## src/rtl/reg_file_2r1w_pkg.sv

```systemverilog
// Shared widths and constants for the RV32I integer register file and the
// decode / write-back stages that address it.
package reg_file_2r1w_pkg;

  localparam int XLEN       = 32;
  localparam int NREGS      = 32;
  localparam int REG_ADDR_W = 5;

  typedef logic [REG_ADDR_W-1:0] reg_addr_t;
  typedef logic [XLEN-1:0]       reg_data_t;

  // x0 is hardwired to zero
  localparam reg_addr_t ZERO_REG = '0;

endpackage

```

## src/rtl/reg_file_2r1w_read_port.sv

```systemverilog
// One combinational read port: x0 masking, write-to-read bypass, array select.
module regfile_read_port
  import reg_file_2r1w_pkg::*;
#(
  parameter int XLEN_P  = XLEN,
  parameter int NREGS_P = NREGS,
  parameter bit BYPASS  = 1'b1
) (
  input  logic [NREGS_P-1:0][XLEN_P-1:0] regs_i,
  input  logic [REG_ADDR_W-1:0]          rd_addr_i,
  input  logic                           wr_en_i,
  input  logic [REG_ADDR_W-1:0]          wr_addr_i,
  input  logic [XLEN_P-1:0]              wr_data_i,
  output logic [XLEN_P-1:0]              rd_data_o
);

  logic hit;

  // Bypass only when a write to the same non-zero register is in flight
  assign hit = BYPASS && wr_en_i && (wr_addr_i == rd_addr_i);

  // x0 has priority over both bypass and the stored value
  always_comb begin
    rd_data_o = regs_i[rd_addr_i];
    if (hit)
      rd_data_o = wr_data_i;
    if (rd_addr_i == ZERO_REG)
      rd_data_o = '0;
  end

endmodule

```

## src/rtl/reg_file_2r1w.sv

```systemverilog
// RV32I integer register file: 32 x XLEN, two combinational read ports,
// one synchronous write port, x0 hardwired to zero, optional bypass.
module reg_file_2r1w
  import reg_file_2r1w_pkg::*;
#(
  parameter int XLEN_P  = XLEN,
  parameter int NREGS_P = NREGS,
  parameter bit BYPASS  = 1'b1
) (
  input  logic                  clk,
  input  logic                  rst,
  input  logic                  wr_en,
  input  logic [REG_ADDR_W-1:0] wr_addr,
  input  logic [XLEN_P-1:0]     wr_data,
  input  logic [REG_ADDR_W-1:0] rd_addr1,
  input  logic [REG_ADDR_W-1:0] rd_addr2,
  output logic [XLEN_P-1:0]     rd_data1,
  output logic [XLEN_P-1:0]     rd_data2,
  output logic                  wr_ack
);

  logic [NREGS_P-1:0][XLEN_P-1:0] regs_q, regs_d;
  logic                           wr_ack_q, wr_ack_d;
  logic                           wr_acc;

  logic [1:0][REG_ADDR_W-1:0] rd_addr_v;
  logic [1:0][XLEN_P-1:0]     rd_data_v;

  assign wr_acc = wr_en && (wr_addr != ZERO_REG);

  // Next state of the array: only an accepted write changes one entry
  always_comb begin
    regs_d   = regs_q;
    wr_ack_d = wr_acc;
    if (wr_acc)
      regs_d[wr_addr] = wr_data;
  end

  // Storage and ack flag; reset wins over a concurrent write
  always_ff @(posedge clk) begin
    if (!rst) begin
      regs_q   <= '0;
      wr_ack_q <= 1'b0;
    end else begin
      regs_q   <= regs_d;
      wr_ack_q <= wr_ack_d;
    end
  end

  assign wr_ack = wr_ack_q;

  assign rd_addr_v[0] = rd_addr1;
  assign rd_addr_v[1] = rd_addr2;
  assign rd_data1     = rd_data_v[0];
  assign rd_data2     = rd_data_v[1];

  for (genvar p = 0; p < 2; p++) begin : g_rp
    regfile_read_port #(
      .XLEN_P (XLEN_P),
      .NREGS_P(NREGS_P),
      .BYPASS (BYPASS)
    ) u_rp (
      .regs_i   (regs_q),
      .rd_addr_i(rd_addr_v[p]),
      .wr_en_i  (wr_en),
      .wr_addr_i(wr_addr),
      .wr_data_i(wr_data),
      .rd_data_o(rd_data_v[p])
    );
  end

endmodule

```

## config.mk

```make
export PLATFORM = sky130hd
export DESIGN_NAME = reg_file_2r1w
export DESIGN_NICKNAME = d
export VERILOG_FILES = /design/src/rtl/reg_file_2r1w_pkg.sv /design/src/rtl/reg_file_2r1w_read_port.sv /design/src/rtl/reg_file_2r1w.sv
export SDC_FILE = /design/constraint.sdc
export NUM_CORES = 2
export LEC_CHECK = 0
export BUFFER_PORTS_ARGS = -buffer_cell sky130_fd_sc_hd__buf_2
export CAP_MARGIN = 10
export CORE_MARGIN = 3
export CORE_UTILIZATION = 35
export CTS_CLUSTER_DIAMETER = 150
export DETAILED_ROUTE_END_ITERATION = 12
export PLACE_DENSITY = 0.52
export SYNTH_ARGS = -nofsm -noshare
export SYNTH_HDL_FRONTEND = slang
export SYNTH_SLANG_ARGS = --single-unit
```

## constraint.sdc

```tcl
create_clock -name clk -period 6.4 [get_ports clk]
set_input_delay 1.28 -clock clk [delete_from_list [all_inputs] [get_ports clk]]
set_output_delay 1.28 -clock clk [all_outputs]
set_load 0.01 [all_outputs]
```

==> results.yml <==
finish:
  final.fill_count: 15000
  synth_to_final_area_change_pct: 11.5
  finalCoreUtilization_pct: 39.4
  drive_above_1_share_pct: 18.3
  post-route-cell-area_sq_um: 60100
  fin_nets: 5687
sta:
  grt_setup_unrepaired: "false"
  finalMaxSlewViolations: 0
  final.period_utilization_pct: 85.5
  tightestPinTransition_ps: 1400
  timing.setup.tns_ps: 0
  final-setup-viol-count: 0
  holdWs_ps: 475
  max_slew_margin_pct: 6.27
  skew_ps: 0
  fmax_ghz: 0.183
  timing.final.hold_violations: 0
  layout_min_cycle_time_ps: 5480
worst_setup_path:
  crit_type: "in -> out"
  critical_path.reg2reg.startpoint: "regs_q[118]"
  worstPathMaxFanout: 17
  number_of_buffers_and_inverters_on_the_critical_path: 4
  worst_setup_path_end_kind: "output pin"
  critPathLaunchType: "input pin"
  critPathSlowestCell: "sky130_fd_sc_hd__o211a_1"
  critical_path.max_stage_delay_ps: 1010
  worst-r2r-setup-slack_ps: 5670
  arrival_ps: 4200
  critical-path-top-delay-family: "compound AO/OA/AOI/OAI gates"
  ff_to_ff_end: "regs_q[118]"
  worstPathCellList: "buf_4, buf_4, or4_1, o211a_1, o311ai_0, buf_4, nand3_1, buf_2"
  worst_r2r_path_depth: 2
  critPathRequiredTime_ps: 5120
  critical-path-top-cell-by-count: "sky130_fd_sc_hd__buf_4"
placed_design:
  gp_routability_congestion: 0.903
  postPlaceCellArea_sq_um: 56200
  count_of_input_and_output_buffers: 114
  place.detailed.hpwl_um: 146000
routing:
  detail_route.drc_violations: 0
  postRouteAntennaNets: 0
  wl_per_cell_um: 31.3
  number_of_drc_markers_in_iteration_0: 6017
  firstDrtPassIters: 7
  vias: 47000
  postRouteWirelength_um: 244000
  detail_route.vias_per_cell: 6.04
clock_tree:
  cts_made_buffers: 119
  cts.repair_timing.setup_buffer_count: 0
  htreeDepth: 3
  clock_sink_count: 1025
  clock-root-buffer: "sky130_fd_sc_hd__clkbuf_16"
  cts_tree: "built"
  postCtsHoldBufs: 0
  worst_setup_hold_path_clk_slew_ps: 60
  cts.path.max_buffers: 3
  clock_latency_reported_for_the_late_side_of_the_worst_skew_pair_ps: 740
  cts_resized: 0
run_status:
  status: "finished, final reports clean"
global_route:
  grt_pass1_vias: 44500
  global_route.overflow_total: 0
  number_of_antenna_violations_at_the_first_check_in_global_routing: 38
  global_route_wire_length_before_repair_um: 342000
  pin_count_of_the_biggest_net_entering_global_routing: 214
  track_usage_pct: 30.1
synthesis:
  ys_warn_count: 0
  synth.cell_area_sq_um: 53900
  post_synthesis_share_of_cell_area_spent_on_and_or_nand_and_nor_gates_pct: 16.2
  number_of_enable_type_register_cells_in_the_synthesized_netlist: 0
  ys_types: 58
  synth_fp_nets: 5936
  synthDominantAreaCellType: "sky130_fd_sc_hd__dfxtp_1"
  yosys.area.top_type_share_pct: 38.0
  synthesis_stage_register_bit_count: 1025
  synth_top_family_by_area: "multiplexers"
  synth_top_cells_by_area: "sky130_fd_sc_hd__dfxtp_1, sky130_fd_sc_hd__mux4_2, sky130_fd_sc_hd__nand2_1"
  synthAdderAreaFrac_pct: 0
  synth_async_sr_flop_share_pct: 0
  synth_flop_cell: "sky130_fd_sc_hd__dfxtp_1"
  synth.mux.area_fraction_pct: 21.8
  synth_compound_gate_area_share_pct: 18.8
  synth_area_per_cell_sq_um: 9.16
  synth_cells: 5886
  synth_xor_xnor_area_share_pct: 0.162
  yosysSeqAreaShare_pct: 38.0
floorplan:
  rows: 143
  die_area_sq_um: 159000
  start_util_pct: 35.4
  die_h_um: 399
  core_region_area_sq_um: 152000
  die-width_um: 399
  design.portCount: 115
min_path:
  timing.hold.worst.start: "regs_q[993]"
  min_path_type: "reg -> reg"
  timing.hold.worst_path_depth: 2
  worstHoldEndpoint: "regs_q[993]"
power:
  p_leak_nw: 19.3
  power.ir.vdd_worst_mv: 0.232
  powerDensity_nw_per_um2: 247
run:
  max_cap_violations: 0
cell usage after synthesis, drive strengths merged, types with 4 or more instances:
cell	instances
a2111oi	14
a21boi	992
a21oi	20
a221o	11
a221oi	4
a22o	8
a22oi	52
a32o	32
a32oi	5
and2	37
buf	139
clkbuf	493
dfxtp	1025
mux2	28
mux2i	100
mux4	463
nand2	2050
nand3	9
nand3b	5
nor2	128
nor2b	5
nor3b	4
o2111ai	4
o211ai	10
o21ai	20
o221a	20
o22ai	152
o31ai	7
or2	7
xnor2	8
worst max path at each step:
stage                startpoint      endpoint  cells after the start
global route        rd_addr1[2]  rd_data1[29]                      8
global placement    rd_addr1[0]  rd_data1[29]                      7
CTS                 rd_addr1[2]  rd_data1[29]                      8
finish              rd_addr1[2]  rd_data1[29]                      8
floorplan           rd_addr1[0]  rd_data1[10]                      8
detailed placement  rd_addr1[0]  rd_data1[29]                      7
through the flow:
stage	instances	total power, mW	worst slack, ps
3_3_place_gp	7546	7.97	1100
2_1_floorplan	5886	7.43	2140
3_5_place_dp	7546	7.97	1130
5_1_grt	7771	15.2	986
6_report	7783	14.8	925
4_1_cts	7765	14.9	1110
sequential cells by signal, indices dropped and copies added (netlist names):
| register | count |
|---|---|
| regs_q | 1024 |
| wr_ack | 1 |
where the power goes:
part | total, mW | internal, mW | switching, mW
clock | 6.97 | 4.00 | 2.98
sequential | 6.46 | 6.43 | 0.0335
combinational | 1.40 | 0.465 | 0.940
worst reg2reg max path, delay by kind of cell, from the launching register on:
| kind | cells | cell delay, ps |
|---|---|---|
| AO/OA/AOI/OAI | 1 | 230 |
| AND/OR/NAND/NOR | 1 | 60 |
| flip-flops | 1 | 360 |
cell families after synthesis:
logic type	count (synthesis)
simple gates	2265
compound gates	1360
flops	1025
buf+inv	635
mux	591
xor+xnor	10
layout by cell type (no fill, tap or decap), types with 6 or more instances in the layout:
| cell | synthesis | routed |
|---|---|---|
| sky130_fd_sc_hd__and2_1 | 37 | 37 |
| sky130_fd_sc_hd__or2_2 | 6 | 6 |
| sky130_fd_sc_hd__a21boi_0 | 992 | 992 |
| sky130_fd_sc_hd__bufinv_16 | 0 | 7 |
| sky130_fd_sc_hd__a22o_1 | 8 | 8 |
| sky130_fd_sc_hd__o31ai_1 | 7 | 7 |
| sky130_fd_sc_hd__o21ai_0 | 19 | 18 |
| sky130_fd_sc_hd__nor2_4 | 0 | 32 |
| sky130_fd_sc_hd__buf_2 | 90 | 108 |
| sky130_fd_sc_hd__dfxtp_1 | 1025 | 1025 |
| sky130_fd_sc_hd__o221a_2 | 20 | 20 |
| sky130_fd_sc_hd__a22oi_1 | 52 | 52 |
| sky130_fd_sc_hd__buf_4 | 21 | 130 |
| sky130_fd_sc_hd__nand2_4 | 0 | 8 |
| sky130_fd_sc_hd__nor2_2 | 1 | 6 |
| sky130_fd_sc_hd__diode_2 | 0 | 18 |
| sky130_fd_sc_hd__a221o_1 | 11 | 11 |
| sky130_fd_sc_hd__mux2_2 | 28 | 28 |
| sky130_fd_sc_hd__o22ai_1 | 152 | 152 |
| sky130_fd_sc_hd__a21oi_1 | 20 | 20 |
| sky130_fd_sc_hd__clkbuf_16 | 0 | 121 |
| sky130_fd_sc_hd__mux2i_1 | 100 | 100 |
| sky130_fd_sc_hd__clkbuf_8 | 0 | 22 |
| sky130_fd_sc_hd__a2111oi_0 | 14 | 14 |
| sky130_fd_sc_hd__buf_12 | 0 | 19 |
| sky130_fd_sc_hd__clkinv_2 | 0 | 30 |
| sky130_fd_sc_hd__xnor2_1 | 8 | 8 |
| sky130_fd_sc_hd__clkbuf_1 | 464 | 31 |
| sky130_fd_sc_hd__a32o_1 | 32 | 32 |
| sky130_fd_sc_hd__nand2_2 | 0 | 24 |
| sky130_fd_sc_hd__nand2_1 | 2050 | 2018 |
| sky130_fd_sc_hd__mux4_2 | 463 | 463 |
| sky130_fd_sc_hd__nor2_1 | 127 | 90 |
| sky130_fd_sc_hd__nand3_1 | 9 | 8 |
| sky130_fd_sc_hd__o211ai_1 | 10 | 10 |
layer usage:
metal	vias to the layer above	GRT usage, %	part of all wire [%]
li1	20100	-	-
met5	-	0	0.075
met4	10	14.4	5.3
met1	23500	40.1	40
met3	626	7.49	11
met2	2745	45.5	44
final cells by class:
type	instances	area, sq um	area share [%]
Sequential cell	1025	20500	34.1
Multi-Input combinational cell	4226	31100	51.8
Tap cell	2030	2540	4.22
Clock buffer	174	3450	5.73
Inverter	3	11.3	0.0187
Timing Repair Buffer	262	1970	3.28
Antenna cell	18	45.0	0.0749
Clock inverter	45	464	0.772
Power figures use the tool's default switching activity.
